[config.mk]
export PLATFORM = sky130hd
export DESIGN_NAME = nco_core
export DESIGN_NICKNAME = d
export VERILOG_FILES = /design/src/rtl/nco_pkg.sv /design/src/rtl/nco_sin_lut.sv /design/src/rtl/nco_core.sv
export SDC_FILE = /design/constraint.sdc
export NUM_CORES = 1
export LEC_CHECK = 0
export CORE_MARGIN = 2
export CORE_UTILIZATION = 30
export DETAILED_ROUTE_END_ITERATION = 16
export PLACE_DENSITY = 0.59
export SYNTH_ARGS = -nofsm -noshare
export SYNTH_HDL_FRONTEND = slang
export SYNTH_SLANG_ARGS = --single-unit
[constraint.sdc]
create_clock -name clk -period 8 [get_ports clk]
set_input_delay 1.6 -clock clk [delete_from_list [all_inputs] [get_ports clk]]
set_output_delay 1.6 -clock clk [all_outputs]
set_load 0.1 [all_outputs]
[src/rtl/nco_pkg.sv]
// Shared constants for the NCO: quarter-wave sine table and LUT offsets.
// Optional feature macro used by nco_core: NCO_PHASE_OFS_EN (phase offset input).
package nco_pkg;

  localparam int QTR_DEPTH = 65;

  // Mid-scale of the offset-binary output and the quarter-turn cosine shift
  localparam logic [7:0] MID        = 8'd128;
  localparam logic [7:0] QUAD_SHIFT = 8'd64;

  // Cosine value at phase 0, used as its reset value
  localparam logic [7:0] COS_RST    = 8'd255;

  // Q[k] = round(127*sin(pi*k/128)), k = 0..64
  localparam logic [7:0] QTR_TABLE [0:QTR_DEPTH-1] = '{
    8'd0,   8'd3,   8'd6,   8'd9,   8'd12,  8'd16,  8'd19,  8'd22,
    8'd25,  8'd28,  8'd31,  8'd34,  8'd37,  8'd40,  8'd43,  8'd46,
    8'd49,  8'd51,  8'd54,  8'd57,  8'd60,  8'd63,  8'd65,  8'd68,
    8'd71,  8'd73,  8'd76,  8'd78,  8'd81,  8'd83,  8'd85,  8'd88,
    8'd90,  8'd92,  8'd94,  8'd96,  8'd98,  8'd100, 8'd102, 8'd104,
    8'd106, 8'd107, 8'd109, 8'd111, 8'd112, 8'd113, 8'd115, 8'd116,
    8'd117, 8'd118, 8'd120, 8'd121, 8'd122, 8'd122, 8'd123, 8'd124,
    8'd125, 8'd125, 8'd126, 8'd126, 8'd126, 8'd127, 8'd127, 8'd127,
    8'd127
  };

endpackage

[src/rtl/nco_sin_lut.sv]
// Combinational full-wave sine lookup built from the quarter-wave table:
// fold the phase into the first quadrant, read the magnitude, apply sign and
// offset to produce an offset-binary sample in 1..255.
module nco_sin_lut
  import nco_pkg::*;
(
  input  logic [7:0] phase,
  output logic [7:0] sample
);

  logic [6:0] qtr_addr;
  logic [7:0] magnitude;

  // Quadrant fold: odd quadrants read the table mirrored, upper half negates
  always_comb begin
    qtr_addr  = {1'b0, phase[5:0]};
    if (phase[6]) begin
      qtr_addr = 7'd64 - {1'b0, phase[5:0]};
    end
    magnitude = QTR_TABLE[qtr_addr];
    if (phase[7]) begin
      sample = MID - magnitude;
    end else begin
      sample = MID + magnitude;
    end
  end

endmodule

[src/rtl/nco_core.sv]
// Numerically controlled oscillator: phase accumulator feeding two sine LUTs
// (sine at p, cosine at p+64) with registered 8-bit offset-binary outputs.
// Optional macro NCO_PHASE_OFS_EN adds a phase_ofs input added to the LUT address.
module nco_core
  import nco_pkg::*;
#(
  parameter int ACC_W = 8
) (
  input  logic             clk,
  input  logic             reset,
  input  logic [ACC_W-1:0] phase_inc,
`ifdef NCO_PHASE_OFS_EN
  input  logic [7:0]       phase_ofs,
`endif
  output logic [7:0]       sine_out,
  output logic [7:0]       cosine_out
);

  logic [ACC_W-1:0] acc_reg;
  logic [7:0]       lut_addr;
  logic [7:0]       lut_phase  [2];
  logic [7:0]       lut_sample [2];

`ifdef NCO_PHASE_OFS_EN
  // Offset shifts both LUT addresses equally so quadrature is kept
  assign lut_addr = acc_reg[ACC_W-1 -: 8] + phase_ofs;
`else
  assign lut_addr = acc_reg[ACC_W-1 -: 8];
`endif

  // Index 0 is sine, index 1 is cosine (a quarter turn ahead)
  assign lut_phase[0] = lut_addr;
  assign lut_phase[1] = lut_addr + QUAD_SHIFT;

  generate
    for (genvar gi = 0; gi < 2; gi++) begin : g_lut
      nco_sin_lut u_lut (
        .phase  (lut_phase[gi]),
        .sample (lut_sample[gi])
      );
    end
  endgenerate

  // Accumulate phase (silent wrap) and register samples of the pre-update phase
  always_ff @(posedge clk or negedge reset) begin
    if (!reset) begin
      acc_reg    <= '0;
      sine_out   <= MID;
      cosine_out <= COS_RST;
    end else begin
      acc_reg    <= acc_reg + phase_inc;
      sine_out   <= lut_sample[0];
      cosine_out <= lut_sample[1];
    end
  end

endmodule

==> reports/qor.csv, run 1 <==
stage,metric,value,unit
synthesis,Synth Cell Area,3381,µm²
clock_network,H-Tree Level Count,1,
sta,final slew viol count,0,
layout,synthesis-to-layout area growth,11.03,%
clock_network,post-cts gate resize count,0,
worst_setup_path,delay of the slowest critical-path stage,820,ps
sta,Max Clock Freq,0.2084,GHz
worst_setup_path,Worst R2R Setup Slack,3200,ps
worst_setup_path,critical path launch point type,flop,
min_path,min-delay src,acc_reg[7]$_DFF_PN0_,
sta,final hold viol count,0,
sta,Sum Neg Setup Slack,0,ps
die,Cell Rows,38,
placement,PortBufs,25,
sta,Final Skew,8.083,ps
run,number of maximum-capacitance constraint violations,0,
clock_network,worst skew pair latency,270,ps
placement,post-DP HPWL,6.670,mm
grt,largest net degree at the start of global routing,33,
synthesis,sequential element share of the synthesized area,18.10,%
worst_setup_path,Buffers & Inverters on Critical Path,1,
layout,final net count,454,
drt,Via Count,3263,
sta,fin crit share,59.97,%
synthesis,fraction of registers with async set/reset,100.0,%
synthesis,Gate Count Post-Synth,416,
worst_setup_path,launching instance or port of the critical path,acc_reg[0]$_DFF_PN0_,
clock_network,CTS tree,done,
die,area of the die,12130,µm²
layout,fraction of layout cells with a size suffix above 1,12.74,%
die,initial core utilization,30.92,%
clock_network,number of setup buffers added after CTS,0,
clock_network,Root Driver,sky130_fd_sc_hd__clkbuf_16,
drt,Post-Route WL,9.144,mm
worst_setup_path,worst endpoint data arrival time,4990,ps
synthesis,Seq cells post-synth,24,
worst_setup_path,type of destination of the critical path,flop,
clock_network,TritonCTS Buffers,3,
clock_network,number of clock sinks,24,
die,die outline height,110.2,µm
sta,tightest slew margin relative to the limit,27.39,%
grt,total track usage,15.54,%
drt,number of violations reported at the end of detailed-routing iteration 0,295,
die,number of ports placed on the die boundary,26,
sta,RSZ-0062 raised after global routing,no,
drt,wire length per cell after detailed routing,16.45,µm
placement,global placement routability congestion,0.9049,
synthesis,Syn Nets,453,
sta,Hold Slack,723.8,ps
synthesis,Mapped Avg Cell Area,8.127,µm²
worst_setup_path,CP Class,reg2reg,
layout,area used by multi-input combinational logic,2521,µm²
layout,footprint of the flip-flops and latches,611.8,µm²
grt,first-pass GRT wire length,15.08,mm
min_path,Min-Delay Path Class,reg2reg,
drt,total iterations of the first detailed-routing run,4,
clock_network,post-cts hold buffer count,0,
drt,vias per cell,5.869,
sta,number of setup violations in the final report,0,
outcome,result of the run,"finished, final reports clean",
worst_setup_path,Crit Path Max Fanout,25,
layout,fillers,1174,
synthesis,number of unique standard cell types used by synthesis,85,
worst_setup_path,master of the slowest instance on the critical path,sky130_fd_sc_hd__dfrtp_1,
synthesis,ys flop type,sky130_fd_sc_hd__dfrtp_1,
sta,slew at the pin closest to its max-slew limit,1086,ps
worst_setup_path,cell breakdown of the critical path,inv_1 > ha_1 > nor3b_2 > o211ai_2 > a21oi_1 > a21oi_1 > nor3_1 > nor4_2 > ha_1 > nor2b_1 > o211ai_1 > nor4_1 > mux2i_1 > nand2_1,
worst_setup_path,Reg2Reg Launch Point,acc_reg[0]$_DFF_PN0_,
grt,gr ovfl total,0,
die,area of the core,10940,µm²
drt,count of antenna-violating nets left after detailed routing,0,
clock_network,"CTS clk-pin slew, worst paths",70,ps
grt,number of global-route vias before repair,2912,
drt,number of design rule violations left after detail routing,0,
die,DIE WIDTH,110.2,µm
worst_setup_path,Worst path top cell family by delay,simple AND/OR/NAND/NOR gates,
synthesis,"EDFF count, synth",0,
clock_network,maximum buffer depth of the clock tree,2,
layout,total inserted antenna cells,0,
worst_setup_path,CP required,8190,ps
grt,initial antenna violation count,0,
sta,post-route minimum period,4798,ps
synthesis,Yosys Warn Count,0,
==> metal layers <==
layer / wire length [µm] / vias to the layer above / track usage [%]
met5: 0 / - / 0
met4: 61 / 0 / 2.589
met3: 483 / 8 / 1.999
met2: 4116 / 97 / 23.71
met1: 4482 / 1568 / 23.56
li1: - / 1590 / -
==> synthesized netlist by cell type (all sizes together) (3+ instances only) <==
library cell / count / area (µm²)
mux2: 4 / 45.04
nand2: 18 / 70.07
a32oi: 4 / 35.03
nand3: 15 / 75.07
dfrtp: 15 / 375.4
o31ai: 3 / 22.52
xnor2: 17 / 148.9
nor3b: 3 / 27.52
and2: 3 / 20.02
dfstp: 9 / 236.5
nor2b: 3 / 18.77
and3: 4 / 25.02
o21ai: 28 / 143.9
nor2: 29 / 108.9
or2: 5 / 31.28
o41ai: 4 / 57.56
a32o: 4 / 40.04
a21oi: 25 / 125.1
o2111ai: 8 / 70.07
buf: 26 / 157.7
nor4: 3 / 25.02
o21bai: 4 / 33.78
inv: 18 / 67.56
mux2i: 4 / 40.04
ha: 26 / 325.3
o311ai: 3 / 26.28
xor2: 5 / 51.30
nand4: 6 / 37.54
a31oi: 7 / 50.05
a211oi: 4 / 35.03
o211a: 6 / 67.57
o21a: 3 / 22.52
nor3: 25 / 141.4
o22ai: 9 / 62.56
or3: 7 / 43.79
nand2b: 9 / 56.30
a2111oi: 3 / 38.79
a22oi: 3 / 22.52
a21o: 4 / 30.03
o211ai: 14 / 138.9
clkbuf: 6 / 22.52
==> final cells by class <==
class                   instances  area share, %
flip-flops and latches         24          16.30
well taps                     140          4.667
inverters                      18          1.800
clock buffers                   3          2.000
multi-input cells             342          67.17
clock inverters                 1         0.8000
repair buffers                 28          7.267
==> placed cells by master, fill, tap and decap left out, drive strengths merged, types with 5 or more instances in the layout <==
| cell type | synthesis | final |
|---|---|---|
| nor2 | 29 | 29 |
| o21ai | 28 | 28 |
| ha | 26 | 26 |
| a21oi | 25 | 25 |
| clkdlybuf4s50 | 0 | 25 |
| nor3 | 25 | 25 |
| inv | 18 | 18 |
| nand2 | 18 | 18 |
| xnor2 | 17 | 17 |
| nand3 | 15 | 15 |
| dfrtp | 15 | 15 |
| o211ai | 14 | 14 |
| nand2b | 9 | 9 |
| dfstp | 9 | 9 |
| o22ai | 9 | 9 |
| o2111ai | 8 | 8 |
| or3 | 7 | 7 |
| a31oi | 7 | 7 |
| nand4 | 6 | 6 |
| o211a | 6 | 6 |
| or2 | 5 | 5 |
| xor2 | 5 | 5 |
==> worst paths after layout <==
path,cells past startpoint,endpoint
worst max-delay path,14,cosine_out[6]$_DFF_PN1_
worst min-delay path,1,sine_out[7]$_DFF_PN1_
worst max register to register,14,cosine_out[6]$_DFF_PN1_
worst min register to register,1,sine_out[7]$_DFF_PN1_
max in group asynchronous,1,sine_out[1]$_DFF_PN0_
min in group asynchronous,1,sine_out[0]$_DFF_PN0_
==> cells by family after synthesis <==
kind of cell,Yosys count,synth area share [%]
fa+ha+maj,27,10.21
flops,24,18.10
buf+inv,50,7.328
compound gates,150,34.42
mux,8,2.517
simple gates,135,21.50
xor+xnor,22,5.921
==> stage by stage <==
stage / utilization (%) / area (µm²) / std cells / setup WS [ps]
3_5_place_dp: 33.36 / 3649 / 552 / 3289
6_report: 34.32 / 3754 / 556 / 3202
5_1_grt: 34.32 / 3754 / 556 / 2639
2_1_floorplan: - / 3381 / 416 / 4173
3_3_place_gp: 33.36 / 3649 / 552 / 3478
4_1_cts: 34.32 / 3754 / 556 / 3271
Power of run 1 is not shown: default switching activity piles up to over one toggle a cycle in this logic, so the estimate is an artifact.
==> run 2, diff against run 1 <==
clock period = 5 ns   (was 8 ns; I/O delays follow)
==> reports/qor.csv, run 2 (synthesis gave the netlist of run 1 again) <==
stage,metric,value,unit,change
clock_network,"CTS clk-pin slew, worst paths",60,ps,about the same
grt,number of global-route vias before repair,3017,,+3.6%
grt,total track usage,15.95,%,+0.41 points
layout,post-route cell area,3776,µm²,+0.60%
grt,first-pass GRT wire length,15.54,mm,+3.0%
sta,Sum Neg Setup Slack,0,ps,unchanged
clock_network,CTS tree,done,,
worst_setup_path,capture instance of the worst register-to-register path,cosine_out[6]$_DFF_PN1_,,
worst_setup_path,Crit Path Max Fanout,25,,unchanged
worst_setup_path,CP required,5190,ps,-3000 ps
layout,final net count,457,,+0.66%
sta,number of setup violations in the final report,0,,unchanged
worst_setup_path,Worst R2R Setup Slack,970,ps,-2230 ps
die,die outline height,110.2,µm,unchanged
worst_setup_path,worst-case reg-to-reg path depth,14,,unchanged
die,area of the core,10940,µm²,unchanged
worst_setup_path,master of the slowest instance on the critical path,sky130_fd_sc_hd__nor3b_2,,
layout,fillers,1150,,-2.0%
sta,fin crit share,80.55,%,+21 points
layout,"top library cells by usage in the layout, fill and taps aside","sky130_fd_sc_hd__nor2_1, sky130_fd_sc_hd__ha_1, sky130_fd_sc_hd__a21oi_1, sky130_fd_sc_hd__clkdlybuf4s50_1, sky130_fd_sc_hd__nor3_1",,
worst_setup_path,Worst path top cell family by delay,simple AND/OR/NAND/NOR gates,,
layout,synthesis-to-layout area growth,11.70,%,
grt,initial antenna violation count,0,,unchanged
clock_network,TritonCTS Buffers,3,,unchanged
worst_setup_path,delay of the slowest critical-path stage,540,ps,-280 ps
worst_setup_path,type of destination of the critical path,flop,,
sta,final hold viol count,0,,unchanged
min_path,min-delay src,acc_reg[7]$_DFF_PN0_,,
sta,Max Clock Freq,0.2483,GHz,+19%
sta,Hold Slack,735.9,ps,+12.05 ps
min_path,number of stages on the worst hold path,1,,unchanged
clock_network,worst skew pair latency,260,ps,about the same
worst_setup_path,CP Class,reg2reg,,
clock_network,maximum buffer depth of the clock tree,2,,unchanged
sta,tightest slew margin relative to the limit,28.53,%,+1.1 points
min_path,Min-Delay Path Class,reg2reg,,
layout,fraction of layout cells with a size suffix above 1,13.37,%,+0.62 points
die,initial core utilization,30.92,%,unchanged
worst_setup_path,critical path launch point type,flop,,
outcome,result of the run,"finished, final reports clean",,
worst_setup_path,cell breakdown of the critical path,inv_1 > ha_1 > nor3b_2 > o211ai_2 > o22ai_1 > a221o_1 > a221oi_2 > nor3_2 > ha_1 > nor2b_1 > o211ai_1 > nor4_1 > mux2i_1 > nand2_1,,
sta,slew at the pin closest to its max-slew limit,1069,ps,-17.04 ps
clock_network,Root Driver,sky130_fd_sc_hd__clkbuf_16,,
die,number of ports placed on the die boundary,26,,unchanged
drt,vias per cell,5.918,,+0.84%
grt,largest net degree at the start of global routing,26,,-21%
worst_setup_path,Reg2Reg Launch Point,acc_reg[1]$_DFF_PN0_,,
worst_setup_path,worst endpoint data arrival time,4220,ps,-770 ps
min_path,hold worst-path end,sine_out[7]$_DFF_PN1_,,
die,area of the die,12130,µm²,unchanged
drt,total iterations of the first detailed-routing run,5,,+1
sta,Final Skew,5.684,ps,-2.399 ps
layout,"leading cell type in the layout, fill and taps excluded",sky130_fd_sc_hd__nor2_1,,
die,Cell Rows,38,,unchanged
clock_network,H-Tree Level Count,1,,unchanged
worst_setup_path,most frequent cell on the critical path,sky130_fd_sc_hd__ha_1,,
sta,final slew viol count,0,,unchanged
clock_network,number of clock sinks,24,,unchanged
clock_network,post-cts gate resize count,0,,unchanged
placement,PortBufs,25,,unchanged
drt,Post-Route WL,9.158,mm,+0.15%
clock_network,number of setup buffers added after CTS,0,,unchanged
drt,number of design rule violations left after detail routing,0,,unchanged
drt,Via Count,3308,,+1.4%
sta,post-route minimum period,4028,ps,-770.3 ps
sta,RSZ-0062 raised after global routing,no,,
drt,wire length per cell after detailed routing,16.38,µm,-0.38%
placement,Placement Cell Area,3671,µm²,+0.62%
die,DIE WIDTH,110.2,µm,unchanged
clock_network,post-cts hold buffer count,0,,unchanged
placement,global placement routability congestion,0.9320,,+3.0%
grt,gr ovfl total,0,,unchanged
run,number of maximum-capacitance constraint violations,0,,unchanged
drt,count of antenna-violating nets left after detailed routing,0,,unchanged
placement,post-DP HPWL,6.789,mm,+1.8%
worst_setup_path,Buffers & Inverters on Critical Path,1,,unchanged
layout,total inserted antenna cells,0,,unchanged
drt,number of violations reported at the end of detailed-routing iteration 0,299,,+1.4%
==> run 2: cell count changes in the layout (fill, tap and decap cells not counted) <==
cell / previous run / this run
sky130_fd_sc_hd__buf_4: 3 / 6
==> run 2: how the worst max path moves through the flow <==
stage | from | endpoint | slack [ps] | depth (start not counted)
3_3_place_gp | acc_reg[1]$_DFF_PN0_ | sine_out[4]$_DFF_PN0_ | 1170 | 16
6_report | acc_reg[1]$_DFF_PN0_ | cosine_out[6]$_DFF_PN1_ | 970 | 14
2_1_floorplan | acc_reg[0]$_DFF_PN0_ | cosine_out[6]$_DFF_PN1_ | 1170 | 15
3_5_place_dp | acc_reg[1]$_DFF_PN0_ | cosine_out[6]$_DFF_PN1_ | 1000 | 14
4_1_cts | acc_reg[1]$_DFF_PN0_ | cosine_out[6]$_DFF_PN1_ | 960 | 14
5_1_grt | acc_reg[1]$_DFF_PN0_ | cosine_out[6]$_DFF_PN1_ | 480 | 14
==> run 2: final cells by class <==
class / count / area (µm²) / share of cell area, %
Sequential cell: 24 / 611.8 / 16.20
Timing Repair Buffer: 31 / 295.3 / 7.820
Inverter: 18 / 67.56 / 1.789
Tap cell: 140 / 175.2 / 4.639
Multi-Input combinational cell: 342 / 2521 / 66.77
Clock buffer: 3 / 75.07 / 1.988
Clock inverter: 1 / 30.03 / 0.7952
==> run 2: layer usage <==
layer  track usage, %  wire (µm)
met2            24.50       4036
met5                0          0
met4            3.750        149
met1            23.37       4203
met3            2.469        769
==> run 2: per-stage QoR <==
step	worst slack, ps	std cells	utilization [%]
2_1_floorplan	1173	416	-
3_3_place_gp	1171	555	33.57
3_5_place_dp	995.3	555	33.57
4_1_cts	964.3	559	34.53
5_1_grt	479.9	559	34.53
6_report	972.4	559	34.53
Power of run 2 is left out for the same reason.
==> run 3, diff against run 2 <==
clock period = 3.9 ns   (was 5 ns; I/O delays follow)
==> reports/qor.csv, run 3 (synthesis gave the netlist of run 1 again) <==
stage,metric,value,unit,change
worst_setup_path,launching instance or port of the critical path,acc_reg[1]$_DFF_PN0_,,
min_path,min-delay src,acc_reg[7]$_DFF_PN0_,,
min_path,Min-Delay Path Class,reg2reg,,
clock_network,number of setup buffers added after CTS,0,,unchanged
grt,number of global-route vias before repair,3003,,-0.46%
clock_network,maximum buffer depth of the clock tree,2,,unchanged
worst_setup_path,Buffers & Inverters on Critical Path,1,,unchanged
layout,fillers,1146,,-0.35%
placement,post-DP HPWL,6.941,mm,+2.2%
worst_setup_path,delay of the slowest critical-path stage,390,ps,-150 ps
worst_setup_path,cell breakdown of the critical path,inv_1 > ha_2 > mux2_2 > ha_1 > o211ai_1 > o211ai_1 > and3_1 > nor3_2 > ha_1 > nor2b_1 > o211ai_1 > nor4_2 > mux2i_1 > nand2_1,,
sta,number of setup violations in the final report,0,,unchanged
layout,"top library cells by usage in the layout, fill and taps aside","sky130_fd_sc_hd__nor2_1, sky130_fd_sc_hd__a21oi_1, sky130_fd_sc_hd__clkdlybuf4s50_1",,
clock_network,number of clock sinks,24,,unchanged
die,DIE WIDTH,110.2,µm,unchanged
sta,fin crit share,91.02,%,+10 points
worst_setup_path,Worst R2R Setup Slack,350,ps,-620 ps
worst_setup_path,CP Class,reg2reg,,
drt,count of antenna-violating nets left after detailed routing,0,,unchanged
layout,total inserted antenna cells,0,,unchanged
sta,final slew viol count,0,,unchanged
drt,vias per cell,5.810,,-1.8%
grt,gr ovfl total,0,,unchanged
grt,met1 track demand over resource,23.75,%,+0.39 points
grt,initial antenna violation count,0,,unchanged
sta,Final Skew,8.575,ps,+2.892 ps
worst_setup_path,CP required,4090,ps,-1100 ps
worst_setup_path,Crit Path Max Fanout,11,,-56%
layout,synthesis-to-layout area growth,13.99,%,
drt,Via Count,3300,,-0.24%
layout,footprint of the flip-flops and latches,611.8,µm²,unchanged
drt,number of violations reported at the end of detailed-routing iteration 0,257,,-14%
die,area of the core,10940,µm²,unchanged
sta,RSZ-0062 raised after global routing,no,,
sta,final hold viol count,0,,unchanged
worst_setup_path,most frequent cell on the critical path,sky130_fd_sc_hd__o211ai_1,,
layout,fraction of layout cells with a size suffix above 1,16.12,%,+2.8 points
drt,number of design rule violations left after detail routing,0,,unchanged
grt,total track usage,15.96,%,about the same
clock_network,TritonCTS Buffers,3,,unchanged
worst_setup_path,worst endpoint data arrival time,3740,ps,-480 ps
grt,largest net degree at the start of global routing,35,,+35%
sta,slew at the pin closest to its max-slew limit,1090,ps,+20.78 ps
worst_setup_path,worst-case reg-to-reg path depth,14,,unchanged
min_path,number of stages on the worst hold path,1,,unchanged
placement,PortBufs,25,,unchanged
run,number of maximum-capacitance constraint violations,0,,unchanged
die,initial core utilization,30.92,%,unchanged
clock_network,worst skew pair latency,260,ps,about the same
min_path,hold worst-path end,sine_out[7]$_DFF_PN1_,,
grt,global-route track usage on met2,24.50,%,unchanged
outcome,result of the run,"finished, final reports clean",,
drt,total iterations of the first detailed-routing run,5,,unchanged
worst_setup_path,critical path launch point type,flop,,
sta,Sum Neg Setup Slack,0,ps,unchanged
placement,global placement routability congestion,0.9088,,-2.5%
clock_network,H-Tree Level Count,1,,unchanged
clock_network,"CTS clk-pin slew, worst paths",70,ps,about the same
clock_network,Root Driver,sky130_fd_sc_hd__clkbuf_16,,
sta,tightest slew margin relative to the limit,27.14,%,-1.4 points
worst_setup_path,master of the slowest instance on the critical path,sky130_fd_sc_hd__mux2_2,,
worst_setup_path,Worst path top cell family by delay,adder cells,,
die,number of ports placed on the die boundary,26,,unchanged
grt,first-pass GRT wire length,15.54,mm,unchanged
worst_setup_path,type of destination of the critical path,flop,,
layout,"leading cell type in the layout, fill and taps excluded",sky130_fd_sc_hd__nor2_1,,
clock_network,CTS tree,done,,
drt,Post-Route WL,9.285,mm,+1.4%
drt,wire length per cell after detailed routing,16.35,µm,-0.22%
sta,Max Clock Freq,0.2817,GHz,+13%
worst_setup_path,Reg2Reg Launch Point,acc_reg[1]$_DFF_PN0_,,
grt,GR peak layer,met2,,
worst_setup_path,capture instance of the worst register-to-register path,cosine_out[6]$_DFF_PN1_,,
sta,post-route minimum period,3550,ps,-477.9 ps
layout,final net count,466,,+2.0%
die,Cell Rows,38,,unchanged
die,die outline height,110.2,µm,unchanged
layout,area used by multi-input combinational logic,2536,µm²,+0.60%
grt,global-route track usage on met3,2.822,%,+0.35 points
die,area of the die,12130,µm²,unchanged
## run 3: cell types whose count changed in the layout (fill, tap and decap cells not counted)
cell and change:
sky130_fd_sc_hd__o21ai_1 -1, sky130_fd_sc_hd__nor4_2 +1, sky130_fd_sc_hd__ha_1 -2, sky130_fd_sc_hd__clkbuf_16 +1, sky130_fd_sc_hd__buf_4 +9, sky130_fd_sc_hd__o21ai_2 +1, sky130_fd_sc_hd__nor4_1 -1, sky130_fd_sc_hd__ha_2 +2
sky130_fd_sc_hd__bufinv_16 -1
## run 3: timing repair
| item | in CTS | in global routing |
|---|---|---|
| endpoints found under the setup margin | 0 | 2 |
| gates resized for setup | 0 | 4 |
| hold buffers | 0 | 0 |
## run 3: worst max path at each step
stage	to	slack, ps	depth (start not counted)
after global routing	cosine_out[6]$_DFF_PN1_	4	14
after global placement	cosine_out[6]$_DFF_PN1_	410	14
final	cosine_out[6]$_DFF_PN1_	350	14
after CTS	cosine_out[6]$_DFF_PN1_	220	14
after detailed placement	cosine_out[6]$_DFF_PN1_	260	14
after floorplan	cosine_out[6]$_DFF_PN1_	70	15
## run 3: cell type report
type	instances	area share, %
well taps	140	4.545
clock buffers	4	2.597
multi-input cells	342	65.81
flip-flops and latches	24	15.88
inverters	18	1.753
repair buffers	40	9.416
## run 3: worst register-to-register path: stages, from the launching register on
cell	delay (ps)
sky130_fd_sc_hd__dfrtp_1	380
sky130_fd_sc_hd__inv_1	150
sky130_fd_sc_hd__ha_2	350
sky130_fd_sc_hd__mux2_2	400
sky130_fd_sc_hd__ha_1	400
sky130_fd_sc_hd__o211ai_1	210
sky130_fd_sc_hd__o211ai_1	130
sky130_fd_sc_hd__and3_1	210
sky130_fd_sc_hd__nor3_2	270
sky130_fd_sc_hd__ha_1	240
sky130_fd_sc_hd__nor2b_1	140
sky130_fd_sc_hd__o211ai_1	130
sky130_fd_sc_hd__nor4_2	210
sky130_fd_sc_hd__mux2i_1	210
sky130_fd_sc_hd__nand2_1	60
## run 3: per-layer routing
metal	up-vias	routed length (µm)
li1	1610	-
met3	6	490
met5	-	0
met4	0	48
met1	1574	4561
met2	110	4185
## run 3: metrics by stage
stage / utilization (%) / instances / hold WS (ps) / area, µm² / setup slack, ps
global placement: 34.19 / 564 / 700.9 / 3739 / 405.1
finish: 35.24 / 568 / 735.3 / 3854 / 350.3
global route: 35.24 / 568 / 767.8 / 3854 / 3.644
CTS: 35.10 / 568 / 725.9 / 3839 / 224.0
detailed placement: 34.19 / 564 / 702.7 / 3739 / 264.9
floorplan: - / 416 / 484.4 / 3381 / 72.97
Power of run 3 is left out for the same reason.
